**config.mk**
```make
export PLATFORM = sky130hd
export DESIGN_NAME = reg_file_flat
export DESIGN_NICKNAME = d
export VERILOG_FILES = /design/src/rtl/reg_file_if.sv /design/src/rtl/reg_file.sv /design/src/flat_wrapper.sv
export SDC_FILE = /design/constraint.sdc
export NUM_CORES = 2
export LEC_CHECK = 0
export ABC_AREA = 1
export BUFFER_PORTS_ARGS = -buffer_cell sky130_fd_sc_hd__buf_2
export CAP_MARGIN = 20
export CORE_MARGIN = 1
export CORE_UTILIZATION = 55
export CTS_BUF_LIST = sky130_fd_sc_hd__clkbuf_8
export DETAILED_ROUTE_END_ITERATION = 10
export PLACE_DENSITY = 0.75
export SYNTH_ARGS = -nofsm -noshare
export SYNTH_HDL_FRONTEND = slang
export SYNTH_SLANG_ARGS = --single-unit
export TNS_END_PERCENT = 10
```
**constraint.sdc**
```tcl
create_clock -name clk -period 1.7 [get_ports clk]
set_clock_uncertainty 0.05 [all_clocks]
set_input_delay 0.17 -clock clk [delete_from_list [all_inputs] [get_ports clk]]
set_output_delay 0.17 -clock clk [all_outputs]
set_load 0.01 [all_outputs]
```
**src/rtl/reg_file_if.sv**
```systemverilog
// Register-file access bus: one write port, two read ports, PC side-channel.
interface reg_file_if #(
    parameter int unsigned WIDTH = 32,
    parameter int unsigned NREG  = 16
);
    localparam int unsigned AW = $clog2(NREG);

    logic             wr_en;
    logic [AW-1:0]    wr_addr;
    logic [WIDTH-1:0] wr_data;
    logic [AW-1:0]    rd_addr1;
    logic [AW-1:0]    rd_addr2;
    logic [WIDTH-1:0] pc_plus8;
    logic [WIDTH-1:0] rd_data1;
    logic [WIDTH-1:0] rd_data2;
    logic             pc_wr;
    logic [WIDTH-1:0] pc_wr_data;
    logic [7:0]       wr_count;

    // Pipeline side driving requests into the register file.
    modport master (
        output wr_en, wr_addr, wr_data, rd_addr1, rd_addr2, pc_plus8,
        input  rd_data1, rd_data2, pc_wr, pc_wr_data, wr_count
    );

    // Register file side.
    modport slave (
        input  wr_en, wr_addr, wr_data, rd_addr1, rd_addr2, pc_plus8,
        output rd_data1, rd_data2, pc_wr, pc_wr_data, wr_count
    );
endinterface

```
**src/rtl/reg_file.sv**
```systemverilog
// Two-read / one-write register file. The top index is the PC: reads return
// pc_plus8, writes are forwarded out as a one-cycle pc_wr pulse instead of
// being stored. General writes are bypassed to same-cycle reads.
module reg_file #(
    parameter int unsigned WIDTH = 32,
    parameter int unsigned NREG  = 16
) (
    input logic       clk,
    input logic       rst_n,
    reg_file_if.slave bus
);
    localparam int unsigned   AW     = $clog2(NREG);
    localparam int unsigned   NGEN   = NREG - 1;
    localparam logic [AW-1:0] PC_IDX = AW'(NREG - 1);

    logic [WIDTH-1:0] store [NGEN];
    logic [NGEN-1:0]  slice_en;
    logic             gen_wr;
    logic             pc_hit;
    logic             pc_flag;
    logic [WIDTH-1:0] pc_data;
    logic [7:0]       count;

    // One enabled register slice per general register, with its own decode term.
    for (genvar i = 0; i < NGEN; i++) begin : g_slice
        logic [WIDTH-1:0] q;

        assign slice_en[i] = bus.wr_en && (bus.wr_addr == AW'(i));

        // Slice storage: reset clears, enable loads write data.
        always_ff @(posedge clk) begin
            if (!rst_n) begin
                q <= '0;
            end else if (slice_en[i]) begin
                q <= bus.wr_data;
            end
        end

        assign store[i] = q;
    end

    // A general write is any write that hit a slice; out-of-range hits none.
    assign gen_wr = |slice_en;
    assign pc_hit = bus.wr_en && (bus.wr_addr == PC_IDX);

    // Read mux: PC index, bypass of an in-flight general write, stored value, else 0.
    function automatic logic [WIDTH-1:0] read_port(
        input logic [AW-1:0]    addr,
        input logic             wen,
        input logic [AW-1:0]    waddr,
        input logic [WIDTH-1:0] wdata,
        input logic [WIDTH-1:0] pc,
        input logic [WIDTH-1:0] mem [NGEN]
    );
        logic [WIDTH-1:0] val;
        val = '0;
        if (addr == PC_IDX) begin
            val = pc;
        end else if (32'(addr) < NGEN) begin
            if (wen && (waddr == addr)) begin
                val = wdata;
            end else begin
                val = mem[addr];
            end
        end
        return val;
    endfunction

    assign bus.rd_data1 = read_port(bus.rd_addr1, bus.wr_en, bus.wr_addr,
                                    bus.wr_data, bus.pc_plus8, store);
    assign bus.rd_data2 = read_port(bus.rd_addr2, bus.wr_en, bus.wr_addr,
                                    bus.wr_data, bus.pc_plus8, store);

    // PC write pulse, captured PC data, and general-write counter.
    always_ff @(posedge clk) begin
        if (!rst_n) begin
            pc_flag <= 1'b0;
            pc_data <= '0;
            count   <= '0;
        end else begin
            pc_flag <= pc_hit;
            if (pc_hit) begin
                pc_data <= bus.wr_data;
            end
            if (gen_wr) begin
                count <= count + 8'd1;
            end
        end
    end

    assign bus.pc_wr      = pc_flag;
    assign bus.pc_wr_data = pc_data;
    assign bus.wr_count   = count;
endmodule
```
**src/flat_wrapper.sv**
```systemverilog
// flat-port wrapper written by rule: the top's interface ports become plain ports
module reg_file_flat 
#(
    parameter int unsigned WIDTH = 32,
    parameter int unsigned NREG  = 16
)
  (clk, rst_n, bus_wr_en, bus_wr_addr, bus_wr_data, bus_rd_addr1, bus_rd_addr2, bus_pc_plus8, bus_rd_data1, bus_rd_data2, bus_pc_wr, bus_pc_wr_data, bus_wr_count);
  reg_file_if #(.WIDTH(WIDTH), .NREG(NREG)) bus_i ();
  input logic clk;
  input logic rst_n;
  input wire logic [$bits(bus_i.wr_en)-1:0] bus_wr_en;
  input wire logic [$bits(bus_i.wr_addr)-1:0] bus_wr_addr;
  input wire logic [$bits(bus_i.wr_data)-1:0] bus_wr_data;
  input wire logic [$bits(bus_i.rd_addr1)-1:0] bus_rd_addr1;
  input wire logic [$bits(bus_i.rd_addr2)-1:0] bus_rd_addr2;
  input wire logic [$bits(bus_i.pc_plus8)-1:0] bus_pc_plus8;
  output wire logic [$bits(bus_i.rd_data1)-1:0] bus_rd_data1;
  output wire logic [$bits(bus_i.rd_data2)-1:0] bus_rd_data2;
  output wire logic [$bits(bus_i.pc_wr)-1:0] bus_pc_wr;
  output wire logic [$bits(bus_i.pc_wr_data)-1:0] bus_pc_wr_data;
  output wire logic [$bits(bus_i.wr_count)-1:0] bus_wr_count;
  assign bus_i.wr_en = bus_wr_en;
  assign bus_i.wr_addr = bus_wr_addr;
  assign bus_i.wr_data = bus_wr_data;
  assign bus_i.rd_addr1 = bus_rd_addr1;
  assign bus_i.rd_addr2 = bus_rd_addr2;
  assign bus_i.pc_plus8 = bus_pc_plus8;
  assign bus_rd_data1 = bus_i.rd_data1;
  assign bus_rd_data2 = bus_i.rd_data2;
  assign bus_pc_wr = bus_i.pc_wr;
  assign bus_pc_wr_data = bus_i.pc_wr_data;
  assign bus_wr_count = bus_i.wr_count;
  reg_file #(.WIDTH(WIDTH), .NREG(NREG)) u_core (.clk(clk), .rst_n(rst_n), .bus(bus_i));
endmodule
```
# Word-level counts from Yosys, hierarchy flattened
# Cells that the tools add are included.
# W data, S select, Z words.
dict set report op_classes {
  add_sub_neg 1
  mul 0
  div_mod_pow 0
  n_lt_le_gt_ge 4
  n_eq_ne 19
  shift 0
  muxes 12
  bitwise 2
  n_reduce_logical 20
}
# op count
set ops {}
lappend ops {{$mux W32} 10}
lappend ops {{$bmux W32 S4} 2}
lappend ops {{$eq A4 B4 Y1 const B} 10}
lappend ops {{$logic_and A1 B1 Y1} 18}
lappend ops {{$eq A4 B3 Y1 const B} 4}
lappend ops {{$reduce_or A15 Y1} 1}
lappend ops {{$ge A5 B5 Y1 const B} 2}
lappend ops {{$not A4 Y5} 2}
lappend ops {{$add A8 B1 Y8 const B} 1}
lappend ops {{$eq A4 B2 Y1 const B} 2}
lappend ops {{$eq A4 B4 Y1} 2}
lappend ops {{$lt A4 B4 Y1 const B} 2}
lappend ops {{$eq A4 B1 Y1 const B} 1}
lappend ops {{$logic_not A4 Y1} 1}
dict set report totals {
  reg_bits 521
  latch_bits 0
  ram_bits 0
  rom_bits 0
  in_bits 79
  out_inout_bits 105
  wordCells 76
  n_memories 0
}

# Logic depth before layout (Yosys ltp)
dict set report logic_depth {
  depth_word 7
  mapped_depth 13
  ltp_nobuf 10
}

# Least setup slack after synthesis
# No wires, ideal clock.
dict set report synth_timing {
  path_kind {input to output}
  startpoint {in bus_rd_addr2[0]}
  endpoint {out bus_rd_data2[10]}
  arrival_time_ns 1.248
  required_ns 1.480
  setup_slack_ns 0.232
  stages 8
  path_cell_list {buf_4 > nand2_1 > buf_2 > nor2_2 > clkbuf_1 > nor2_1 > nand2_1 > nand2_1}
}
dict set report synth_via {
  elab_chain_len 7
  elab_cells_between_ends 11
  cone_classes {1 x order compare; 2 x eq/ne; 6 x mux; 1 x bitwise; 1 x reduce/logical}
}
# item line
set synth_rtl {}
lappend synth_rtl {{from (decl)} flat_wrapper.sv:15} ;# input wire logic [$bits(bus_i.rd_addr2)-1:0] bus_rd_addr2;
lappend synth_rtl {{$not A4 Y5 (not written as such)} reg_file.sv:63} ;# val = mem[addr];
lappend synth_rtl {{$bmux W32 S4} reg_file.sv:63}
lappend synth_rtl {{$mux W32 (not written as such) (2 in a row)} reg_file.sv:63}
lappend synth_rtl {{$mux W32} reg_file.sv:60} ;# if (wen && (waddr == addr)) begin
lappend synth_rtl {{$mux W32} reg_file.sv:59} ;# end else if (32'(addr) < NGEN) begin
lappend synth_rtl {{$mux W32 *} reg_file.sv:57} ;# if (addr == PC_IDX) begin
lappend synth_rtl {{to (decl)} flat_wrapper.sv:18} ;# output wire logic [$bits(bus_i.rd_data2)-1:0] bus_rd_data2;
# Every way passes the cells marked *; elsewhere a longest branch is shown, timed or not. The select of a mux whose other input is x is not followed.

# Worst setup path after layout
dict set report layout_timing {
  startpoint {reg u_core.g_slice[12].q[13]}
  endpoint {out bus_rd_data1[13]}
}
dict set report layout_via {
  elab_chain_len 6
}
# item line
set layout_rtl {}
lappend layout_rtl {{from (decl)} reg_file.sv:26} ;# logic [WIDTH-1:0] q;
lappend layout_rtl {{from (signal assigned)} reg_file.sv:35} ;# q <= bus.wr_data;
lappend layout_rtl {{$bmux W32 S4} reg_file.sv:63}
lappend layout_rtl {{$mux W32 (not written as such) (2 in a row)} reg_file.sv:63}
lappend layout_rtl {{$mux W32} reg_file.sv:60}
lappend layout_rtl {{$mux W32} reg_file.sv:59}
lappend layout_rtl {{$mux W32} reg_file.sv:57}
lappend layout_rtl {{to (decl)} flat_wrapper.sv:17} ;# output wire logic [$bits(bus_i.rd_data1)-1:0] bus_rd_data1;
# Every way passes these cells. The select of a mux whose other input is x is not followed.

==> impl_metrics.tcl <==
set metrics [dict create \
    status "finished with violations" \
    violations "setup timing" \
    die_height_microns 230.6 \
    synth_common_cells "nand2_1, a21oi_1, dfxtp_1" \
    grt_max_degree 88 \
    seqCellArea_sq_um 10450 \
    clkSinkCount 521 \
    worst-setup-path-type "flip-flop to output port" \
    whs_endpoint "u_core.bus.pc_wr$_SDFF_PN0_" \
    gp_congestion 0.9800 \
    design_power_total_mw 30.44 \
    yosysSeqAreaShare_pct 36.30 \
    wl_per_cell_microns 20.08 \
    ys_ff_latch 521 \
    hp-start "bus_wr_addr[3]" \
    drc 0 \
    ys.warnings.count 0 \
    cts_buffers 90 \
    maxCapViolCount 0 \
    reg2reg_slack_ns 0.37 \
    max_freq_mhz 463.0 \
    critPathArrivalTime_ns 1.94 \
    grt_pass1_wl_microns 175200 \
    holdCritPathClass "input port to flip-flop" \
    relSlewSlack_pct 55.13 \
    min_period_ns 2.160 \
    drive_above_1_share_pct 18.65 \
    dr.pass1.iters 9 \
    synth_cell_types 26 \
    fillers 4551 \
    p_leak_nw 16.94 \
    cell_internal_pwr_mw 21.25 \
    crit_chain "inv_2 -> nand2_1 -> nand3_1 -> nand2_1 -> nand2_1 -> nand2_1 -> nor2_1 -> nand2_1 -> nand2_4 -> nand2_2 -> buf_6" \
    rsz0062_at_grt "yes" \
    synthArstFlopShare_pct 0 \
    grt_pass1_vias 30552 \
    drtIter0Drc 4752 \
    required_ns 1.48 \
    clock_latency_ns 0.70 \
    finalHoldViolations 0 \
    setup_slack_ns -0.4597 \
    multi_input_area_sq_um 15370 \
    grt_overflow 0 \
    design_area_sq_um 35630 \
    antenna_found_initial 7 \
    cp_slowest_stage_delay_ns 0.31 \
    final.setup.tns_ns -22.47 \
    synth_top_area_cell "dfxtp_1" \
    grtUsageTotal_pct 42.29 \
    design.core.area_sq_um 51510 \
    seqPwrFrac_pct 41.4 \
    cts.clk_slew.worst_paths_ns 0.06 \
    die_w_microns 230.6 \
    whs_ns 0.04986 \
    vias 33963 \
    synth.most_common_cell "nand2_1" \
    rows 83 \
    viasPerCell 5.901 \
    worst_pin_slew_ns 0.6715 \
    p_comb_share_pct 17.9 \
    cpMaxStageDelayCell "dfxtp_1" \
    switching_share_pct 30.20 \
    cts_root_buffer "clkbuf_8" \
    critical_path.top_delay_family "simple AND/OR/NAND/NOR gates" \
    maxSlewViolCount 0 \
    synth_top_flop_cell "dfxtp_1" \
    synth.net_count 4832 \
    synth_top_area_share_pct 36.30 \
    synth_cells 4752 \
    reg2reg_depth 7 \
    syn_area_sq_um 28730 \
    rr_startpoint "u_core.bus.wr_count[0]$_SDFFE_PN0P_" \
    synth_edf_count 0 \
    cts_tree "built" \
    hpwlAfterDp_microns 75910 \
    wirelength_microns 115600 \
    netlist_top_cells_area "dfxtp_1, nand2_1, a21oi_1" \
    holdPathStages 5 \
    crit_top_cell "nand2_1" \
    powerDensity_nw_per_um2 854.4 \
    clockBufferDepth 3 \
    dp_cells 5554 \
    start_util_pct 55.78 \
    critPathBufInv 2 \
    port_buffers 183 \
    power_switching_mw 9.192 \
    final_antenna_net_count 0 \
    syn2layout_area_growth_pct 23.98 \
    startpoint_type "flip-flop" \
    ios 184 \
    setup_violations 64 \
    instances_no_fill 5755 \
    r2r_end "u_core.bus.wr_count[4]$_SDFFE_PN0P_" \
    fin_crit_sh_pct 127.0 \
    peakVddDrop_mv 0.6245 \
    dpl_cell_area_sq_um 32820 \
    end_kind "output port" \
    postSynthAreaPerCell_sq_um 6.047 \
    dieArea_sq_um 53160 \
    p_clk_share_pct 40.6 \
    cts_htree_levels 3 \
    nets 5085 \
    worst-path-max-fanout 3 \
]
[cells in the final DEF (no fill, tap or decap), drive strengths merged]
| cell type | instances |
|---|---|
| nand2 | 1528 |
| buf | 511 |
| bufinv | 5 |
| inv | 515 |
| a21oi | 550 |
| o211ai | 3 |
| ha | 1 |
| dfxtp | 521 |
| dlygate4sd3 | 37 |
| o21ai | 565 |
| nand4 | 64 |
| nor2 | 155 |
| clkinvlp | 3 |
| nor3 | 4 |
| nand3 | 478 |
| clkinv | 15 |
| xor2 | 2 |
| diode | 2 |
| clkbuf | 115 |
| nand3b | 1 |
[kinds of logic after synthesis]
family	share of synthesized area, %
simple gates	32.06
fa+ha+maj	0.04354
flops	36.30
xor+xnor	0.06097
compound gates	19.51
buf+inv	12.02
[stage by stage]
stage / setup WS, ns / util, %
global placement: -0.4891 / 63.72
global route: -0.5196 / 69.16
floorplan: 0.2317 / -
finish: -0.4597 / 69.16
CTS: -0.4640 / 68.74
detailed placement: -0.4832 / 63.72
[per-layer routing]
layer,up-vias,part of all wire [%],GRT usage (%)
met2,2523,41,61.39
met4,6,5.8,23.43
li1,15782,-,-
met5,-,0.035,0
met3,548,15,11.41
met1,15104,38,56.59
[worst reg2reg max path, cell delays in order, from the launching register on]
cell and delay [ns]:
dfxtp_1 0.41, ha_1 0.20, inv_1 0.05, nor3_1 0.31
nand2_1 0.09, nand2_1 0.07, inv_1 0.03, nor2_1 0.08
[flip-flops by register name, summed over array words and instances, names as in the netlist]
signal,count
u_core.g_slice.q,480
u_core.bus.pc_wr_data,32
u_core.bus.pc_wr,1
u_core.bus.wr_count,8
[power by group through the flow]
stage | Combinational, mW | Clock (mW) | Sequential (mW)
2_1_floorplan | 2.74 | 0 | 12.8
3_5_place_dp | 4.99 | 0 | 12.9
3_3_place_gp | 4.95 | 0 | 12.9
6_report | 5.45 | 12.4 | 12.6
5_1_grt | 5.78 | 13.0 | 12.6
4_1_cts | 5.18 | 12.4 | 12.6
[worst max-delay path by stage]
| stage | cells after the start | startpoint | endpoint | slack [ns] |
|---|---|---|---|---|
| floorplan | 8 | bus_rd_addr2[0] | bus_rd_data2[10] | 0.23 |
| finish | 11 | u_core.g_slice[12].q[13]$_SDFFE_PN0P_ | bus_rd_data1[13] | -0.46 |
| CTS | 11 | u_core.g_slice[13].q[20]$_SDFFE_PN0P_ | bus_rd_data2[20] | -0.46 |
| global placement | 12 | bus_rd_addr2[1] | bus_rd_data2[18] | -0.49 |
| detailed placement | 12 | bus_rd_addr2[1] | bus_rd_data2[18] | -0.48 |
| global route | 11 | u_core.g_slice[8].q[13]$_SDFFE_PN0P_ | bus_rd_data2[13] | -0.52 |
[timing repair]
action                                 CTS  global route
endpoints found under the hold margin  480             0
hold buffers                            37             0
resized for setup                      193           107
pin swaps                               24            35
setup endpoints to repair               64            64
setup buffers                            0             2
[layout make-up]
class | instances | area share, %
clock buffer | 115 | 4.443
timing repair buffer | 548 | 14.48
tap | 680 | 2.388
clock inverter | 45 | 0.9623
inverter | 493 | 5.237
antenna | 2 | 0.01405
sequential | 521 | 29.33
multi-input combinational | 3351 | 43.15
Power figures use the tool's default switching activity.
